File: config.mk
export PLATFORM = sky130hd
export DESIGN_NAME = jt12_op_upd_sched_flat
export DESIGN_NICKNAME = d
export VERILOG_FILES = /design/src/rtl/jt12_op_upd_sched_if.sv /design/src/rtl/jt12_op_upd_sched.sv /design/src/flat_wrapper.sv
export SDC_FILE = /design/constraint.sdc
export NUM_CORES = 1
export LEC_CHECK = 0
export CELL_PAD_IN_SITES_DETAIL_PLACEMENT = 0
export CELL_PAD_IN_SITES_GLOBAL_PLACEMENT = 1
export CORE_AREA = 2 2 84 66
export CTS_CLUSTER_DIAMETER = 200
export DETAILED_ROUTE_END_ITERATION = 8
export DIE_AREA = 0 0 86 68
export MAX_ROUTING_LAYER = met4
export PLACE_DENSITY = 0.71
export SETUP_SLACK_MARGIN = 0.1
export SYNTH_ARGS = -nofsm -noshare
export SYNTH_HDL_FRONTEND = slang
export SYNTH_SLANG_ARGS = --single-unit
File: constraint.sdc
create_clock -name clk -period 4.75 [get_ports clk]
set_input_delay 0.95 -clock clk [delete_from_list [all_inputs] [get_ports clk]]
set_output_delay 0.95 -clock clk [all_outputs]
set_load 0.01 [all_outputs]
File: src/rtl/jt12_op_upd_sched_if.sv
// Host write port of the operator-register update scheduler.
//   wr/part/addr/din : single-cycle register write from the host (master drives)
//   busy             : a write is pending and waiting for its slot
//   drop             : one-cycle pulse, a write arrived while busy and was discarded
//   ign              : one-cycle pulse, a write to a non-operator address was discarded
interface jt12_op_upd_sched_if;
  logic       wr;
  logic       part;
  logic [7:0] addr;
  logic [7:0] din;
  logic       busy;
  logic       drop;
  logic       ign;

  modport master (output wr, part, addr, din, input  busy, drop, ign);
  modport slave  (input  wr, part, addr, din, output busy, drop, ign);
endinterface

File: src/rtl/jt12_op_upd_sched.sv
// Write scheduler for the operator register circular shift register.
// Holds one host write to 0x30-0x9F and fires the matching field-group strobe
// (up_*) and operator strobe (update_op_*) while the addressed slot sits at the
// CSR input stage; the CSR samples on the clk_en edge that retires the write.
// Also owns the slot position counter shared with the rest of the FM core.
//   clk, rst      : system clock, asynchronous active-high reset
//   clk_en        : slot advance / CSR shift enable
//   host          : write port (wr, part, addr, din -> busy, drop, ign)
//   cur_slot      : slot at the CSR input stage, 0..SLOTS-1
//   slot_zero     : cur_slot == 0
//   din_q         : last accepted write data, feeds the CSR
//   up_*          : field-group strobes
//   update_op_*   : operator strobes
module jt12_op_upd_sched #(
  parameter int SLOTS = 24
) (
  input  logic                clk,
  input  logic                rst,
  input  logic                clk_en,
  jt12_op_upd_sched_if.slave  host,
  output logic [4:0]          cur_slot,
  output logic                slot_zero,
  output logic [7:0]          din_q,
  output logic                up_tl,
  output logic                up_dt1,
  output logic                up_ks_ar,
  output logic                up_amen_dr,
  output logic                up_sr,
  output logic                up_sl_rr,
  output logic                up_ssgeg,
  output logic                update_op_I,
  output logic                update_op_II,
  output logic                update_op_III,
  output logic                update_op_IV
);

  typedef enum logic {IDLE, PEND} state_t;

  state_t     state;
  logic [2:0] grp_q;     // 0 = dt1 (0x3x) ... 6 = ssgeg (0x9x)
  logic [1:0] op_q;      // 0 = I, 1 = II, 2 = III, 3 = IV
  logic [4:0] tgt_slot;
  logic       drop_q;
  logic       ign_q;

  // Address decode of the incoming write
  logic [3:0] dec_grp;
  logic [3:0] dec_grp_ofs;
  logic       dec_ok;
  logic [1:0] dec_op;
  logic [2:0] dec_ch;
  logic [4:0] dec_slot;

  assign dec_grp     = host.addr[7:4];
  assign dec_grp_ofs = dec_grp - 4'd3;
  assign dec_ok      = (dec_grp >= 4'd3) && (dec_grp <= 4'd9) && (host.addr[1:0] != 2'd3);
  // Chip register order lists operators I, III, II, IV: swapping the two
  // address bits yields the natural operator index.
  assign dec_op      = {host.addr[2], host.addr[3]};
  assign dec_ch      = {1'b0, host.addr[1:0]} + (host.part ? 3'd3 : 3'd0);
  // slot = op*6 + ch
  assign dec_slot    = ({3'b0, dec_op} << 2) + ({3'b0, dec_op} << 1) + {2'b0, dec_ch};

  logic hit;
  assign hit = (state == PEND) && (cur_slot == tgt_slot);

  always_ff @(posedge clk or posedge rst) begin
    if (rst) begin
      state    <= IDLE;
      cur_slot <= 5'd0;
      grp_q    <= 3'd0;
      op_q     <= 2'd0;
      tgt_slot <= 5'd0;
      din_q    <= 8'd0;
      drop_q   <= 1'b0;
      ign_q    <= 1'b0;
    end else begin
      drop_q <= 1'b0;
      ign_q  <= 1'b0;
      if (clk_en)
        cur_slot <= (cur_slot == 5'(SLOTS - 1)) ? 5'd0 : cur_slot + 5'd1;
      case (state)
        IDLE: begin
          if (host.wr) begin
            if (dec_ok) begin
              grp_q    <= dec_grp_ofs[2:0];
              op_q     <= dec_op;
              tgt_slot <= dec_slot;
              din_q    <= host.din;
              state    <= PEND;
            end else begin
              ign_q <= 1'b1;
            end
          end
        end
        PEND: begin
          // Still busy on the retiring edge, so a write there is dropped too
          if (host.wr)
            drop_q <= 1'b1;
          if (hit && clk_en)
            state <= IDLE;
        end
        default: state <= IDLE;
      endcase
    end
  end

  assign host.busy = (state == PEND);
  assign host.drop = drop_q;
  assign host.ign  = ign_q;
  assign slot_zero = (cur_slot == 5'd0);

  // Strobes come from registered state only and stay up across stalled cycles
  logic [6:0] up_vec;
  logic [3:0] op_vec;

  assign up_vec = hit ? (7'b1 << grp_q) : 7'b0;
  assign op_vec = hit ? (4'b1 << op_q)  : 4'b0;

  assign up_dt1        = up_vec[0];
  assign up_tl         = up_vec[1];
  assign up_ks_ar      = up_vec[2];
  assign up_amen_dr    = up_vec[3];
  assign up_sr         = up_vec[4];
  assign up_sl_rr      = up_vec[5];
  assign up_ssgeg      = up_vec[6];
  assign update_op_I   = op_vec[0];
  assign update_op_II  = op_vec[1];
  assign update_op_III = op_vec[2];
  assign update_op_IV  = op_vec[3];

endmodule
File: src/flat_wrapper.sv
// flat-port wrapper written by rule: the top's interface ports become plain ports
module jt12_op_upd_sched_flat 
#(
  parameter int SLOTS = 24
)
  (clk, rst, clk_en, cur_slot, slot_zero, din_q, up_tl, up_dt1, up_ks_ar, up_amen_dr, up_sr, up_sl_rr, up_ssgeg, update_op_I, update_op_II, update_op_III, update_op_IV, host_wr, host_part, host_addr, host_din, host_busy, host_drop, host_ign);
  jt12_op_upd_sched_if host_i ();
  input  logic clk;
  input  logic rst;
  input  logic clk_en;
  output logic [4:0] cur_slot;
  output logic slot_zero;
  output logic [7:0] din_q;
  output logic up_tl;
  output logic up_dt1;
  output logic up_ks_ar;
  output logic up_amen_dr;
  output logic up_sr;
  output logic up_sl_rr;
  output logic up_ssgeg;
  output logic update_op_I;
  output logic update_op_II;
  output logic update_op_III;
  output logic update_op_IV;
  input wire logic [$bits(host_i.wr)-1:0] host_wr;
  input wire logic [$bits(host_i.part)-1:0] host_part;
  input wire logic [$bits(host_i.addr)-1:0] host_addr;
  input wire logic [$bits(host_i.din)-1:0] host_din;
  output wire logic [$bits(host_i.busy)-1:0] host_busy;
  output wire logic [$bits(host_i.drop)-1:0] host_drop;
  output wire logic [$bits(host_i.ign)-1:0] host_ign;
  assign host_i.wr = host_wr;
  assign host_i.part = host_part;
  assign host_i.addr = host_addr;
  assign host_i.din = host_din;
  assign host_busy = host_i.busy;
  assign host_drop = host_i.drop;
  assign host_ign = host_i.ign;
  jt12_op_upd_sched #(.SLOTS(SLOTS)) u_core (.clk(clk), .rst(rst), .clk_en(clk_en), .host(host_i), .cur_slot(cur_slot), .slot_zero(slot_zero), .din_q(din_q), .up_tl(up_tl), .up_dt1(up_dt1), .up_ks_ar(up_ks_ar), .up_amen_dr(up_amen_dr), .up_sr(up_sr), .up_sl_rr(up_sl_rr), .up_ssgeg(up_ssgeg), .update_op_I(update_op_I), .update_op_II(update_op_II), .update_op_III(update_op_III), .update_op_IV(update_op_IV));
endmodule
==> results of run 1 <==
==> registers in the layout (all words and copies together) (netlist names) <==
signal and flops:
u_core.din_q 8, u_core.host.drop 1, u_core.cur_slot 5, u_core.host.ign 1, u_core.host.busy 1, u_core.tgt_slot 5
u_core.op_q 2, u_core.grp_q 3
==> synth_stat cells, drive strengths merged (3+ instances only) <==
master	number
nand3	5
nand3b	3
inv	15
xnor2	7
mux2	17
buf	3
o21ai	4
ha	8
nand2	8
dfrtp	26
fa	3
nor4	7
==> cell families after synthesis <==
family / Yosys count
buf+inv: 20
flops: 26
compound gates: 8
fa+ha+maj: 11
xor+xnor: 7
simple gates: 34
mux: 18
==> placed cells by master, fill, tap and decap left out, types with 5 or more instances in the layout <==
cell	netlist	final
nor4_1	7	7
dfrtp_1	26	26
inv_1	15	15
nand2_1	8	8
clkdlybuf4s50_1	0	48
mux2_2	9	9
ha_1	8	8
nand3_1	5	5
mux2_4	8	8
xnor2_1	7	7
==> layout make-up <==
type | count | share of cell area [%]
flip-flops and latches | 26 | 32.1
repair buffers | 49 | 24.0
clock buffers | 4 | 2.71
multi-input cells | 78 | 34.6
well taps | 62 | 3.82
inverters | 15 | 2.77
==> stage by stage <==
step	utilization (%)	total power, mW
after floorplan	-	0.685
after global placement	38.8	0.871
after detailed placement	38.8	0.892
after CTS	39.8	1.03
after global routing	39.8	1.10
final	39.8	1.02
==> where the power goes <==
part / internal, mW / switching (mW) / leakage (nW) / total [mW]
logic: 0.279 / 0.171 / 0.548 / 0.450
clock network: 0.0740 / 0.0659 / 0.0288 / 0.140
registers: 0.323 / 0.109 / 0.314 / 0.432
total: 0.676 / 0.346 / 0.890 / 1.02
==> metal layers <==
layer  up-vias  routed length (um)  global-route usage (%)
met5         -                   0                       -
met4         0                   0                   0.595
met3         0                 161                    3.62
met2        25                1580                    20.3
met1       523                1350                    12.9
li1        519                   -                       -
==> critical path, delay by kind of cell (launching register included) <==
kind	cells	cell delay, ns
AND/OR/NAND/NOR	3	0.94
buffers and inverters	1	0.61
XOR/XNOR	1	0.20
flip-flops	1	0.47
==> path summary, 6_finish.rpt <==
check | slack [ns] | to
worst max-delay path | 1.31 | update_op_I
worst min-delay path | 0.52 | u_core.din_q[1]
worst max register to register | 2.94 | u_core.din_q[5]
worst min register to register | 0.52 | u_core.din_q[1]
max in group asynchronous | 2.96 | u_core.tgt_slot[2]
min in group asynchronous | 1.20 | u_core.din_q[1]
==> results.py, run 1 <==
metrics = {
    "finish": {
        "layout.nets": 205,
        "final_area_sq_um": 2030,
        "antennaDiodeCount": 0,
        "regArea_sq_um": 651,
        "instances_no_fill": 234,
        "multi_input_area_sq_um": 702,
        "filler_cell_count": 476,
        "area_delta_synth_final_pct": 39.7,
        "drive_above_1_share_pct": 13.4,
    },
    "logic_synthesis": {
        "ys_ff_latch": 26,
        "postSynth.asyncResetShare_pct": 100,
        "yosys.area.top_type": "dfrtp_1",
        "synth_adder_area_share_pct": 11.0,
        "synthXorXnorAreaFrac_pct": 4.22,
        "ys.warnings.count": 0,
        "avgSynthCellArea_sq_um": 11.7,
        "synth.distinct_cells": 29,
        "synthSimpleGateAreaFrac_pct": 13.2,
        "netlist_area_sq_um": 1450,
        "syn_inst": 124,
        "synthMuxAreaShare_pct": 15.9,
        "synth-compound-area-share_pct": 3.96,
        "syn_nets": 156,
        "yosys-top-cells-area": "dfrtp_1 (45%), mux2_4 (8.3%), mux2_2 (7.0%)",
        "ys_seq_area_share_pct": 44.8,
        "synth_edf_count": 0,
        "synth_top_family_by_area": "multiplexers",
        "synth_top_area_share_pct": 44.8,
        "synth_ff_type": "dfrtp_1",
    },
    "setup_path": {
        "critPathMaxStageDelay_ns": 0.61,
        "path_class": "flop to output port",
        "timing.rr.start": "u_core.host.busy",
        "crit_required_ns": 3.80,
        "cp_max_fo": 11,
        "r2r.worst_path.cells": 3,
        "crit_chain": "xnor2_1 -> nand3_1 -> nand3b_1 -> nor4b_1 -> clkdlybuf4s50_1",
        "crit_start": "u_core.cur_slot[2]",
        "critPathSlowestCell": "clkdlybuf4s50_1",
        "startpoint_type": "flop",
        "critPathCaptureType": "output port",
        "arrival_ns": 2.49,
    },
    "timing": {
        "tightestPinTransition_ns": 0.960,
        "fin_crit_sh_pct": 72.4,
        "slew_headroom_pct": 35.9,
        "final_max_slew_viol_count": 0,
        "rsz0062_at_grt": "false",
        "setup_viol": 0,
        "fin_setup_tns_ns": 0,
        "finClkSkew_ns": 0.00566,
        "fin_ws_ns": 1.31,
        "holdWs_ns": 0.520,
        "finalCriticalPeriod_ns": 3.44,
        "finalHoldViolations": 0,
        "max_freq_mhz": 291,
    },
    "power": {
        "irDropWorstVdd_mv": 0.217,
        "p_leak_nw": 0.890,
        "powerDensity_nw_per_um2": 503,
    },
    "flow_run": {
        "drv_cap": 0,
    },
    "drt": {
        "drtIter0Drc": 40,
        "routed_wl_um": 3090,
        "ant_nets": 0,
        "first_pass_iters": 4,
        "drt-wirelength-per-cell_um": 13.2,
        "route.detailed.drc": 0,
        "vias": 1067,
        "vias_per_cell": 4.56,
    },
    "placed_design": {
        "port_buffers": 48,
        "dp_hpwl_um": 2450,
        "dpl_cell_area_sq_um": 1970,
        "dp.cells": 230,
        "dp_slack_ns": 1.13,
        "routabilityCongestion": 0.793,
    },
    "die": {
        "core_sq_um": 5090,
        "die_h_um": 68,
        "die_area_sq_um": 5850,
        "rows": 23,
        "start_util_pct": 28.5,
        "die_w_um": 86,
        "ioPinCount": 49,
    },
    "global_routing": {
        "grt_pass1_vias": 1075,
        "grt_pass1_wl_um": 5060,
        "grt_max_degree": 27,
        "grt-ovfl-total": 0,
        "track_usage_pct": 11.2,
        "antenna_found_initial": 0,
    },
    "cts": {
        "root_buffer": "clkbuf_8",
        "cts_repair_resize_count": 0,
        "hold_buffers": 0,
        "clock_sinks": 26,
        "clk_path_buf_depth": 2,
        "cts_tree": "built",
        "h-tree-depth": 1,
        "worstSkewPairLatency_ns": 0.27,
        "path_clk_slew_ns": 0.09,
        "cts_made_buffers": 3,
        "post-cts-setup-buffers": 0,
    },
    "hold_path": {
        "hold_path_depth": 1,
        "min_from": "u_core.din_q[1]",
        "hold_path_class": "flop to flop",
    },
    "status": {
        "status": "finished clean",
    },
}
Power figures use the tool's default switching activity.
==> inputs of run 2 (changes only) <==
Settings changed: PLACE_DENSITY 0.71 to 0.74.
Clock period 4.75 ns to 3 ns, I/O delays scaled along.
==> run 2 against run 1 <==
- sequential share of layout area shrank 1.2 points
- total power grew 68%
- routed wire length shrank 2.0%
- combinational power grew 65%
- non-clock buffer count grew 6
- worst setup slack lost 1.1 ns
- largest cell class unchanged
- via count grew 0.75%
- first-iteration DRC count shrank 7.5%
- sequential power grew 56%
- die area is the same
- highest routed layer unchanged
==> results.py, run 2 (synthesis gave the netlist of run 1 again) <==
metrics = {
    "finish": {
        "reg_top3": "u_core.din_q x8, u_core.cur_slot x5, u_core.tgt_slot x5",
        "area_delta_synth_final_pct": 45.7,
        "largest_reg_flops": 8,
        "regArea_sq_um": 652,
        "layout.nets": 211,
        "antennaDiodeCount": 0,
        "final_area_sq_um": 2120,
        "instances_no_fill": 240,
        "multi_input_area_sq_um": 713,
        "drive_above_1_share_pct": 18.5,
        "final_common_cell": "clkdlybuf4s50_1",
        "final_cell_mix": "clkdlybuf4s50_1 (40), dfrtp_1 (25), inv_1 (15)",
        "filler_cell_count": 502,
        "top_register": "u_core.din_q",
    },
    "timing": {
        "tightestPinTransition_ns": 0.368,
        "max_freq_mhz": 356,
        "rsz0062_at_grt": "true",
        "finalHoldViolations": 0,
        "fin_ws_ns": 0.195,
        "setup_viol": 0,
        "finalCriticalPeriod_ns": 2.81,
        "fin_crit_sh_pct": 93.5,
        "slew_headroom_pct": 75.1,
        "final_max_slew_viol_count": 0,
        "finClkSkew_ns": 0.00492,
    },
    "die": {
        "die_w_um": 86,
        "ioPinCount": 49,
        "rows": 23,
        "die_area_sq_um": 5850,
        "core_sq_um": 5090,
        "start_util_pct": 28.5,
        "die_h_um": 68,
    },
    "setup_path": {
        "timing.rr.start": "u_core.host.busy",
        "startpoint_type": "flop",
        "path_buf_inv": 2,
        "crit_path_end": "up_ks_ar",
        "r2r_end": "u_core.tgt_slot[4]",
        "arrival_ns": 2.21,
        "critPathMaxStageDelay_ns": 0.57,
        "r2r.worst_path.cells": 3,
        "cp.depth": 6,
        "critPathSlowestCell": "clkdlybuf4s50_1",
        "cp_top_family": "buffers and inverters",
        "crit_start": "u_core.cur_slot[3]",
        "cp_max_fo": 10,
        "rrSetupSlack_ns": 1.45,
        "critPathCaptureType": "output port",
        "crit_required_ns": 2.40,
        "crit_chain": "xnor2_1 -> nand3_1 -> nand3b_1 -> buf_4 -> nor4_2 -> clkdlybuf4s50_1",
        "path_class": "flop to output port",
    },
    "global_routing": {
        "grt-ovfl-total": 0,
        "grt_pass1_vias": 1028,
        "track_usage_pct": 11.1,
        "grt_max_degree": 27,
        "antenna_found_initial": 0,
        "grt_pass1_wl_um": 4930,
    },
    "flow_run": {
        "drv_cap": 0,
    },
    "drt": {
        "first_pass_iters": 4,
        "drtIter0Drc": 37,
        "routed_wl_um": 3030,
        "route.detailed.drc": 0,
        "vias_per_cell": 4.48,
        "ant_nets": 0,
        "vias": 1075,
        "drt-wirelength-per-cell_um": 12.6,
    },
    "placed_design": {
        "routabilityCongestion": 0.767,
        "dp.cells": 236,
        "dpl_cell_area_sq_um": 2020,
        "dp_hpwl_um": 2300,
        "port_buffers": 48,
        "dp_slack_ns": -0.188,
    },
    "hold_path": {
        "hold_path_class": "flop to flop",
    },
    "cts": {
        "root_buffer": "clkbuf_8",
        "h-tree-depth": 1,
        "cts_made_buffers": 3,
        "clk_path_buf_depth": 2,
        "clock_sinks": 26,
        "worstSkewPairLatency_ns": 0.28,
        "post-cts-setup-buffers": 0,
        "cts_tree": "built",
        "path_clk_slew_ns": 0.10,
    },
    "power": {
        "p_leak_nw": 1.02,
        "powerDensity_nw_per_um2": 810,
        "irDropWorstVdd_mv": 0.453,
        "total_power_mw": 1.71,
    },
    "status": {
        "status": "finished clean",
    },
}
==> run 2: repair_timing <==
item | in CTS | in global routing
endpoints found under the setup margin | 2 | 8
hold buffers | 0 | 0
pin swaps | 0 | 1
gates resized for setup | 2 | 10
==> run 2: layout make-up <==
type | count | share of cell area, %
clock inverters | 1 | 1.42
flip-flops and latches | 26 | 30.8
well taps | 62 | 3.67
repair buffers | 55 | 25.8
inverters | 15 | 2.66
multi-input cells | 78 | 33.7
clock buffers | 3 | 1.95
==> run 2: worst min-delay path by stage <==
stage                             startpoint            endpoint  depth (start not counted)
after floorplan           u_core.tgt_slot[0]  u_core.tgt_slot[0]                          1
after CTS                    u_core.din_q[6]     u_core.din_q[6]                          1
after global routing         u_core.din_q[7]     u_core.din_q[7]                          1
after detailed placement     u_core.din_q[1]     u_core.din_q[1]                          1
final                        u_core.din_q[5]     u_core.din_q[5]                          1
after global placement       u_core.din_q[7]     u_core.din_q[7]                          1
==> run 2: where the power goes <==
part           internal, mW  leakage (nW)  switching (mW)
Combinational         0.459         0.676           0.283
Clock                 0.179        0.0357           0.120
Sequential            0.512         0.313           0.159
==> run 2: worst register-to-register path, stage by stage, from the launching register on <==
cell	delay [ns]
dfrtp_1	0.54
nand3b_1	0.30
buf_4	0.25
mux2_2	0.35
==> run 2: through the flow <==
step,util [%],setup TNS [ns],hold WS [ns]
after floorplan,-,0,0.501
after global placement,39.6,-0.283,0.488
after detailed placement,39.6,-0.309,0.497
after CTS,41.0,0,0.523
after global routing,41.5,0,0.539
final,41.5,0,0.519
==> run 2: per-layer routing <==
| layer | wire length, um | track usage (%) | up-vias |
|---|---|---|---|
| li1 | - | - | 532 |
| met1 | 1490 | 15.0 | 513 |
| met2 | 1380 | 17.4 | 30 |
| met3 | 154 | 2.90 | 0 |
| met4 | 0 | 1.19 | 0 |
| met5 | 0 | - | - |
